$ cat src/rtl/fetch_unit.sv
// Program-counter sequencer that fronts the instruction ROM: issues one ROM load strobe, then
// steps the fetch address through halt/stall/jump/branch/increment until the program halts.
//
// state  | meaning
// IDLE   | waiting for start; PC parked at 0
// LOAD   | one-cycle romStart strobe; PC at 0
// RUN    | fetching; fetchValid high, PC advances by priority rules
// DONE   | halted; PC holds halt address until start drops
module fetch_unit #(
  parameter int D  = 12,
  parameter int OW = 8
) (
  input  logic          clk,
  input  logic          reset,
  input  logic          start,
  input  logic          halt,
  input  logic          stall,
  input  logic          jumpEn,
  input  logic [D-1:0]  jumpTarget,
  input  logic          branchEn,
  input  logic [OW-1:0] branchOffset,
  output logic [D-1:0]  programCounter,
  output logic          romStart,
  output logic          fetchValid,
  output logic          done
);

  typedef enum logic [1:0] {
    S_IDLE = 2'd0,
    S_LOAD = 2'd1,
    S_RUN  = 2'd2,
    S_DONE = 2'd3
  } state_t;

  state_t       state_q, state_d;
  logic [D-1:0] pc_q, pc_d;
  logic         rom_start_q, rom_start_d;
  logic         fetch_valid_q, fetch_valid_d;
  logic         done_q, done_d;
  logic [D-1:0] branch_off_ext;

  // Sign-extend to PC width; the add below then wraps modulo 2^D in both directions.
  assign branch_off_ext = D'($signed(branchOffset));

  always_comb begin
    state_d = state_q;
    pc_d    = pc_q;
    case (state_q)
      S_IDLE: begin
        pc_d = '0;
        if (start) state_d = S_LOAD;
      end
      S_LOAD: begin
        pc_d    = '0;
        state_d = S_RUN;
      end
      S_RUN: begin
        if (halt) begin
          state_d = S_DONE;
        end else if (stall) begin
          pc_d = pc_q;
        end else if (jumpEn) begin
          pc_d = jumpTarget;
        end else if (branchEn) begin
          pc_d = pc_q + branch_off_ext;
        end else begin
          pc_d = pc_q + 1'b1;
        end
      end
      S_DONE: begin
        // Waiting for start to drop keeps a held start from re-running the program.
        if (!start) begin
          state_d = S_IDLE;
          pc_d    = '0;
        end
      end
      default: begin
        state_d = S_IDLE;
        pc_d    = '0;
      end
    endcase

    rom_start_d   = (state_d == S_LOAD);
    fetch_valid_d = (state_d == S_RUN);
    done_d        = (state_d == S_DONE);
  end

  always_ff @(posedge clk or posedge reset) begin
    if (reset) begin
      state_q       <= S_IDLE;
      pc_q          <= '0;
      rom_start_q   <= 1'b0;
      fetch_valid_q <= 1'b0;
      done_q        <= 1'b0;
    end else begin
      state_q       <= state_d;
      pc_q          <= pc_d;
      rom_start_q   <= rom_start_d;
      fetch_valid_q <= fetch_valid_d;
      done_q        <= done_d;
    end
  end

  assign programCounter = pc_q;
  assign romStart       = rom_start_q;
  assign fetchValid     = fetch_valid_q;
  assign done           = done_q;

endmodule
$ cat config.mk
export PLATFORM = sky130hd
export DESIGN_NAME = fetch_unit
export DESIGN_NICKNAME = d
export VERILOG_FILES = /design/src/rtl/fetch_unit.sv
export SDC_FILE = /design/constraint.sdc
export NUM_CORES = 1
export LEC_CHECK = 0
export CORE_UTILIZATION = 51
export CTS_BUF_LIST = sky130_fd_sc_hd__clkbuf_4 sky130_fd_sc_hd__clkbuf_8
export DETAILED_ROUTE_END_ITERATION = 8
export MAX_ROUTING_LAYER = met4
export PLACE_DENSITY = 0.87
export SLEW_MARGIN = 40
export SYNTH_ARGS = -nofsm -noshare
export SYNTH_HDL_FRONTEND = slang
export SYNTH_SLANG_ARGS = --single-unit
$ cat constraint.sdc
create_clock -name clk -period 3.5 [get_ports clk]
set_input_delay 0.525 -clock clk [delete_from_list [all_inputs] [get_ports clk]]
set_output_delay 0.525 -clock clk [all_outputs]
set_load 0.02 [all_outputs]
After elaboration in Yosys (flattened, before gate mapping)
Index checks and enable logic that the tools add are counted.
{"block": "totals", "ff_bits": 17, "inputBits": 27, "output_inout_bits": 15}
{"block": "op_classes", "addsub": 2, "n_eq_ne": 9, "mux": 10, "n_reduce_logical": 3}
{"cell": "two-way mux 12 bit", "n": 5}
{"cell": "one-hot mux 12 bit (3 select lines)", "n": 1}
{"cell": "adder 12 x 1 -> 12 bit, second input constant", "n": 1}
{"cell": "adder 12 bit", "n": 1}
{"cell": "equality test 2 bit, second input constant", "n": 4}
{"cell": "one-hot mux 2 bit (4 select lines)", "n": 1}
{"cell": "two-way mux 2 bit", "n": 3}
{"cell": "inequality test 2 bit, second input constant", "n": 3}
{"cell": "equality test 2 x 1 -> 1 bit, second input constant", "n": 2}
{"cell": "AND reduction 3 bit", "n": 1}
{"cell": "zero test 2 bit", "n": 1}
{"cell": "OR reduction 2 bit", "n": 1}

Logic depth before layout (Yosys ltp)
Gate-level depths: netlist (run 1).
{"block": "logic_depth", "word_depth": 6, "ltp_mapped": 10, "depth_no_buf": 10}

Worst setup path before layout (run 1)
Ideal clock, no wire load.
{"block": "synth_timing", "path_type": "input to register", "start": "in branchOffset[0]", "end": "reg pc_q[8] (netlist: programCounter[8])", "setup_time_ns": 0.104, "arrival_time_ns": 2.404, "setup_slack_ns": 0.992, "stages": 10, "cell_sequence": "nand2b_1 ha_1 inv_1 fa_1 nor2b_4 o2111ai_2 a21boi_2 or2_1 mux2_2 o311ai_1"}
{"block": "synth_via", "elab_chain_len": 6}
{"item": "from (decl)", "line_no": "21", "text": "input logic [OW-1:0] branchOffset,"}
{"item": "adder 12 bit", "line_no": "65", "text": "pc_d = pc_q + branch_off_ext;"}
{"item": "two-way mux 12 bit", "line_no": "64", "text": "end else if (branchEn) begin"}
{"item": "two-way mux 12 bit", "line_no": "62", "text": "end else if (jumpEn) begin"}
{"item": "two-way mux 12 bit", "line_no": "60", "text": "end else if (stall) begin"}
{"item": "two-way mux 12 bit", "line_no": "58", "text": "if (halt) begin"}
{"item": "one-hot mux 12 bit (3 select lines)", "line_no": "48", "text": "case (state_q)"}
{"item": "to (signal assigned)", "line_no": "97", "text": "pc_q <= pc_d;"}
{"item": "to (decl)", "line_no": "36", "text": "logic [D-1:0] pc_q, pc_d;"}
Every way passes these cells. The select of a mux whose other input is x is not followed.
A chain may end at the register's enable or synchronous reset.

Final worst setup path (run 1)
{"block": "layout_timing", "start": "in branchEn", "end": "reg pc_q[8] (netlist: programCounter[8])"}
{"block": "layout_via", "elab_chain_len": 5}
{"item": "from (decl)", "line_no": "20", "text": "input logic branchEn,"}
{"item": "two-way mux 12 bit", "line_no": "64"}
{"item": "two-way mux 12 bit", "line_no": "62"}
{"item": "two-way mux 12 bit", "line_no": "60"}
{"item": "two-way mux 12 bit", "line_no": "58"}
{"item": "one-hot mux 12 bit (3 select lines)", "line_no": "48"}
Every way passes these cells. The select of a mux whose other input is x is not followed.

==> impl_metrics.json, run 1 <==
{
  "fin_ws_ns": 0.527,
  "final_common_cell": "clkdlybuf4s50_1",
  "cts.path.max_buffers": 2,
  "fin_nets": 226,
  "final_util_pct": 77.2,
  "required_ns": 3.71,
  "async_flop_share_pct": 100,
  "numCtsBuffers": 3,
  "area_growth_pct": 37.4,
  "synth.ff_latch_count": 17,
  "min_delay_path_depth": 2,
  "netlist_area_um2": 1290,
  "min_from": "programCounter[0]",
  "initial_core_util_pct": 56.2,
  "coreArea_um2": 2300,
  "gr-total-overflow": 0,
  "path_max_fanout": 8,
  "port_buffers": 41,
  "h-tree-depth": 1,
  "n_antenna_cell": 0,
  "dp_hpwl_um": 2460,
  "post_drt_via_cell_ratio": 5.89,
  "wl_met2_um": 1560,
  "fillers": 185,
  "drc": 0,
  "critPathKind": "input port to flip-flop",
  "die_y_um": 52.3,
  "gp_congestion": 0.993,
  "cpPeakStageDelay_ns": 0.53,
  "grt_max_degree": 19,
  "multiInputGateArea_um2": 830,
  "ff2ff_setup_slack_ns": 1.00,
  "placementRows": 17,
  "startpoint_type": "input port",
  "met1Wirelength_um": 1390,
  "top_layer": "met4",
  "cts_sinks": 17,
  "ys_warn_count": 0,
  "wl_per_cell_um": 14.8,
  "period_needed_ns": 2.97,
  "critPathSlowestCell": "clkdlybuf4s50_1",
  "crit_arrival_ns": 3.18,
  "ant_nets": 0,
  "ctsHoldBuffers": 0,
  "fin_setup_tns_ns": 0,
  "crit_path_end_kind": "flip-flop",
  "die_area_um2": 2730,
  "fin_worst_skew_ns": 0.00907,
  "drt_iter0_drc": 22,
  "vias": 1284,
  "totalWireLength_um": 3220,
  "drive_gt1_share_pct": 9.47,
  "power_leakage_nw": 0.790,
  "min_to": "programCounter[0]",
  "post-place-ws_ns": 0.221,
  "final_cell_mix": "clkdlybuf4s50_1, dfrtp_1, nand2_1",
  "setup_viol": 0,
  "firstDrtPassIters": 4,
  "fin_cells": 218,
  "relSlewSlack_pct": 53.3,
  "max_cap_violations": 0,
  "synth-main-ff-cell": "dfrtp_1",
  "grt_pass1_vias": 1272,
  "antenna_found_initial": 0,
  "p_per_area_nw_per_um2": 502,
  "cts_setup_buffers": 0,
  "reg2reg_depth": 9,
  "clk_pin_slew_worst_paths_ns": 0.12,
  "final_hold_viol_count": 0,
  "clock_latency_ns": 0.31,
  "whs_ns": 0.537,
  "cts_resized": 0,
  "r2r-start": "programCounter[0]",
  "status": "complete, no violations",
  "synth_seq_area_share_pct": 33.0,
  "ir_drop_mv": 0.431,
  "wl_met3_um": 233,
  "synthCells": 145,
  "final_max_slew_viol_count": 0,
  "synth_cell_types": 43,
  "cts_root_buffer": "clkbuf_4",
  "worst_pin_slew_ns": 0.700,
  "rsz0062_at_grt": "no",
  "path_cells": "clkdlybuf4s50_1 -> nand2b_1 -> ha_1 -> inv_1 -> fa_1 -> nor2b_4 -> o2111ai_2 -> a21boi_2 -> or2_1 -> mux2_2 -> o311ai_1",
  "seq_area_um2": 425,
  "fp.dieW_um": 52.3,
  "dp_cells": 214,
  "grt_pass1_wl_um": 5450,
  "synth_edf_count": 0,
  "r2r-end": "programCounter[8]",
  "io_pins": 42,
  "cts_tree": "done",
  "holdCritPathClass": "flip-flop to flip-flop",
  "period_share_pct": 85.0,
  "fmax_mhz": 336,
  "syn-num-nets": 180,
  "grt_use_total_pct": 28.0,
  "syn_avg_cell_area_um2": 8.90
}
## stage by stage
| step | area (um^2) | total power, mW |
|---|---|---|
| finish | 1770 | 0.891 |
| global route | 1770 | 0.952 |
| CTS | 1770 | 0.890 |
| detailed placement | 1750 | 0.778 |
| global placement | 1750 | 0.764 |
| floorplan | 1290 | 0.580 |
## worst max-delay path, delay by kind of cell
family          cells  cell delay, ns
compound gates      3            0.63
simple gates        3            0.49
fa+ha+maj           2            0.59
buf+inv             2            0.59
mux                 1            0.35
## cells in the mapped netlist (all sizes together), types with 2 or more instances
master,instances,area [um^2]
a21o,2,15.0
a21oi,11,55.1
a22o,3,26.3
a32oi,2,17.5
and2,8,50.1
and3,2,12.5
clkbuf,2,7.51
dfrtp,17,425
ha,7,87.6
inv,6,22.5
mux2,2,22.5
mux2i,4,40.0
nand2,15,56.3
nand2b,4,27.5
nand3,5,25.0
nor2,9,33.8
nor2b,5,38.8
nor3,6,35.0
nor3b,2,15.0
o21ai,8,40.0
o311ai,2,17.5
o31ai,2,15.0
or2,3,18.8
or3,2,12.5
xnor2,3,26.3
## kinds of logic (layout without fill, tap and decap cells)
group,after synthesis,in the layout,share of synthesized area [%]
DFF,17,17,33.0
and+or+nand+nor,65,65,28.7
adders and majority gates,8,8,8.34
xor gates and xnor gates,4,4,2.72
AOI/OAI and AO/OA,36,36,19.7
buffers and inverters,9,54,2.72
muxes,6,6,4.85
## power by group
part	total (mW)	internal, mW	switching (mW)
registers	0.309	0.251	0.0587
clock network	0.116	0.0427	0.0729
logic	0.466	0.230	0.236
## cell type report
cell class	count	area share, %
clock inverters	1	0.282
repair buffers	44	24.4
clock buffers	3	1.27
multi-input cells	119	46.8
flip-flops and latches	17	24.0
inverters	6	1.27
well taps	28	1.98
## worst max-delay path by stage
stage,endpoint,from,slack (ns)
after global routing,programCounter[8],branchEn,0.33
after global placement,programCounter[8],branchEn,0.34
after floorplan,programCounter[8],branchOffset[0],0.99
final,programCounter[8],branchEn,0.53
after CTS,programCounter[8],branchEn,0.53
after detailed placement,programCounter[8],branchEn,0.22
## registers in the layout (all words and copies together) (netlist names)
name,flops
state_q,2
fetchValid,1
programCounter,12
done,1
romStart,1
## per-layer routing
metal  GRT usage [%]  vias to the layer above
met3            4.35                        5
met1            35.1                      597
met5               -                        -
li1                -                      622
met2            44.9                       60
met4            11.4                        0
Note: power is estimated with default switching activity, not from simulation.
==> run 2, diff against run 1 <==
Settings changed: CORE_UTILIZATION 51 to 47, PLACE_DENSITY 0.87 to 0.81.
Clock period 3.5 ns to 2.85 ns, I/O delays scaled along.
==> run 2 against run 1 <==
Compared with the run above: die area grew 8.2%; clock skew shrank 0.0021 ns; register-to-register slack worse by 0.47 ns; routed wire length increased by 9.8%; critical path type unchanged; largest cell class unchanged.
==> impl_metrics.json, run 2 (synthesis results as in run 1) <==
{
  "status": "complete, no violations",
  "fmax_mhz": 388,
  "seq_area_um2": 425,
  "totalWireLength_um": 3530,
  "startpoint_type": "input port",
  "final_common_cell": "clkdlybuf4s50_1",
  "gr-total-overflow": 0,
  "worst_pin_slew_ns": 0.686,
  "port_buffers": 41,
  "wl_per_cell_um": 15.4,
  "grt_max_degree": 21,
  "n_antenna_cell": 0,
  "post_drt_via_cell_ratio": 5.77,
  "area_growth_pct": 44.0,
  "drive_gt1_share_pct": 14.5,
  "critPathKind": "input port to flip-flop",
  "max_cap_violations": 0,
  "cts_root_buffer": "clkbuf_4",
  "initial_core_util_pct": 50.7,
  "p_int_mw": 0.665,
  "setup_viol": 0,
  "period_needed_ns": 2.58,
  "multiInputGateArea_um2": 832,
  "clk_pin_slew_worst_paths_ns": 0.11,
  "numCtsBuffers": 3,
  "seqPwrFrac_pct": 33.9,
  "whs_ns": 0.510,
  "vias": 1328,
  "ff2ff_setup_slack_ns": 0.53,
  "power_mw": 1.13,
  "p_per_area_nw_per_um2": 606,
  "final_cell_mix": "clkdlybuf4s50_1, dfrtp_1, nand2_1",
  "final_hold_viol_count": 0,
  "placementRows": 18,
  "ant_nets": 0,
  "antenna_found_initial": 0,
  "relSlewSlack_pct": 54.2,
  "p_clk_share_pct": 12.6,
  "fp.dieW_um": 54.4,
  "grt_use_total_pct": 26.8,
  "firstDrtPassIters": 4,
  "grt_pass1_wl_um": 5440,
  "crit_path_end_kind": "flip-flop",
  "crit_arrival_ns": 2.79,
  "largest_reg_flops": 12,
  "holdCritPathClass": "input port to async pin",
  "ir_drop_mv": 0.507,
  "period_share_pct": 90.5,
  "drt_iter0_drc": 13,
  "cts_setup_buffers": 0,
  "cts_resized": 0,
  "h-tree-depth": 1,
  "final_max_slew_viol_count": 0,
  "path_max_fanout": 4,
  "dp_hpwl_um": 2770,
  "fin_nets": 236,
  "p_sw_share_pct": 40.9,
  "coreArea_um2": 2540,
  "cts_tree": "done",
  "ctsHoldBuffers": 0,
  "grt_pass1_vias": 1295,
  "rsz0062_at_grt": "no",
  "power_leakage_nw": 0.846,
  "fillers": 212,
  "cts_sinks": 17,
  "fin_worst_skew_ns": 0.00700,
  "gp_congestion": 0.924,
  "clock_latency_ns": 0.31,
  "die_area_um2": 2960,
  "pwr-share-comb_pct": 53.5,
  "drc": 0,
  "cts.path.max_buffers": 2,
  "die_y_um": 54.4,
  "io_pins": 42,
  "required_ns": 3.06,
  "p_switching_mw": 0.460
}
[run 2: cell count changes in the layout (fill, tap and decap cells not counted)]
| cell | previous run | this run |
|---|---|---|
| clkinv_2 | 1 | 0 |
| clkinvlp_4 | 0 | 1 |
| clkdlybuf4s50_1 | 41 | 40 |
| dlymetal6s2s_1 | 0 | 1 |
| or2_4 | 0 | 1 |
| or2_1 | 1 | 0 |
| buf_4 | 3 | 13 |
[run 2: area by class of cell]
class / instances / share of cell area (%)
sequential: 17 / 22.9
clock inverter: 1 / 0.404
tap: 30 / 2.02
timing repair buffer: 54 / 27.5
clock buffer: 3 / 1.21
multi-input combinational: 119 / 44.8
inverter: 6 / 1.21
[run 2: final timing paths]
kind | cells past startpoint | startpoint | end
hold / removal | 2 | reset | fetchValid
setup / recovery | 11 | branchOffset[0] | programCounter[8]
hold reg to reg | 2 | programCounter[0] | programCounter[0]
setup reg to reg | 9 | programCounter[0] | programCounter[8]
min in group clk | 2 | programCounter[0] | programCounter[0]
max in group asynchronous | 2 | reset | programCounter[10]
[run 2: per-stage QoR]
| step | TNS (ns) | std cells | utilization (%) | worst slack, ns | cell area (um^2) |
|---|---|---|---|---|---|
| after floorplan | 0 | 145 | - | 0.439 | 1290 |
| after global placement | -0.149 | 226 | 71.6 | -0.0795 | 1820 |
| after detailed placement | -0.268 | 226 | 71.6 | -0.136 | 1820 |
| after CTS | 0 | 230 | 72.8 | 0.170 | 1850 |
| after global routing | 0 | 230 | 73.0 | 0.0619 | 1860 |
| final | 0 | 230 | 73.0 | 0.269 | 1860 |
[run 2: critical path, cell delays in order]
cell,delay (ns)
clkdlybuf4s50_1,0.44
nand2b_1,0.10
ha_1,0.17
inv_1,0.06
fa_1,0.41
nor2b_4,0.14
o2111ai_2,0.13
a21boi_2,0.20
or2_4,0.16
mux2_2,0.32
o311ai_1,0.23
[run 2: routing by layer]
metal | vias to the layer above | GRT usage (%) | part of all wire (%)
li1 | 635 | - | -
met1 | 642 | 30.8 | 44
met2 | 45 | 46.1 | 49
met3 | 6 | 4.72 | 5.5
met4 | 0 | 9.83 | 1.7
met5 | - | - | 0
[run 2: power groups by stage]
stage | Sequential (mW) | Clock [mW] | Combinational, mW
after floorplan | 0.440 | 0 | 0.273
after CTS | 0.381 | 0.145 | 0.603
after detailed placement | 0.386 | 0 | 0.599
after global placement | 0.381 | 0 | 0.585
final | 0.382 | 0.142 | 0.602
after global routing | 0.391 | 0.154 | 0.657
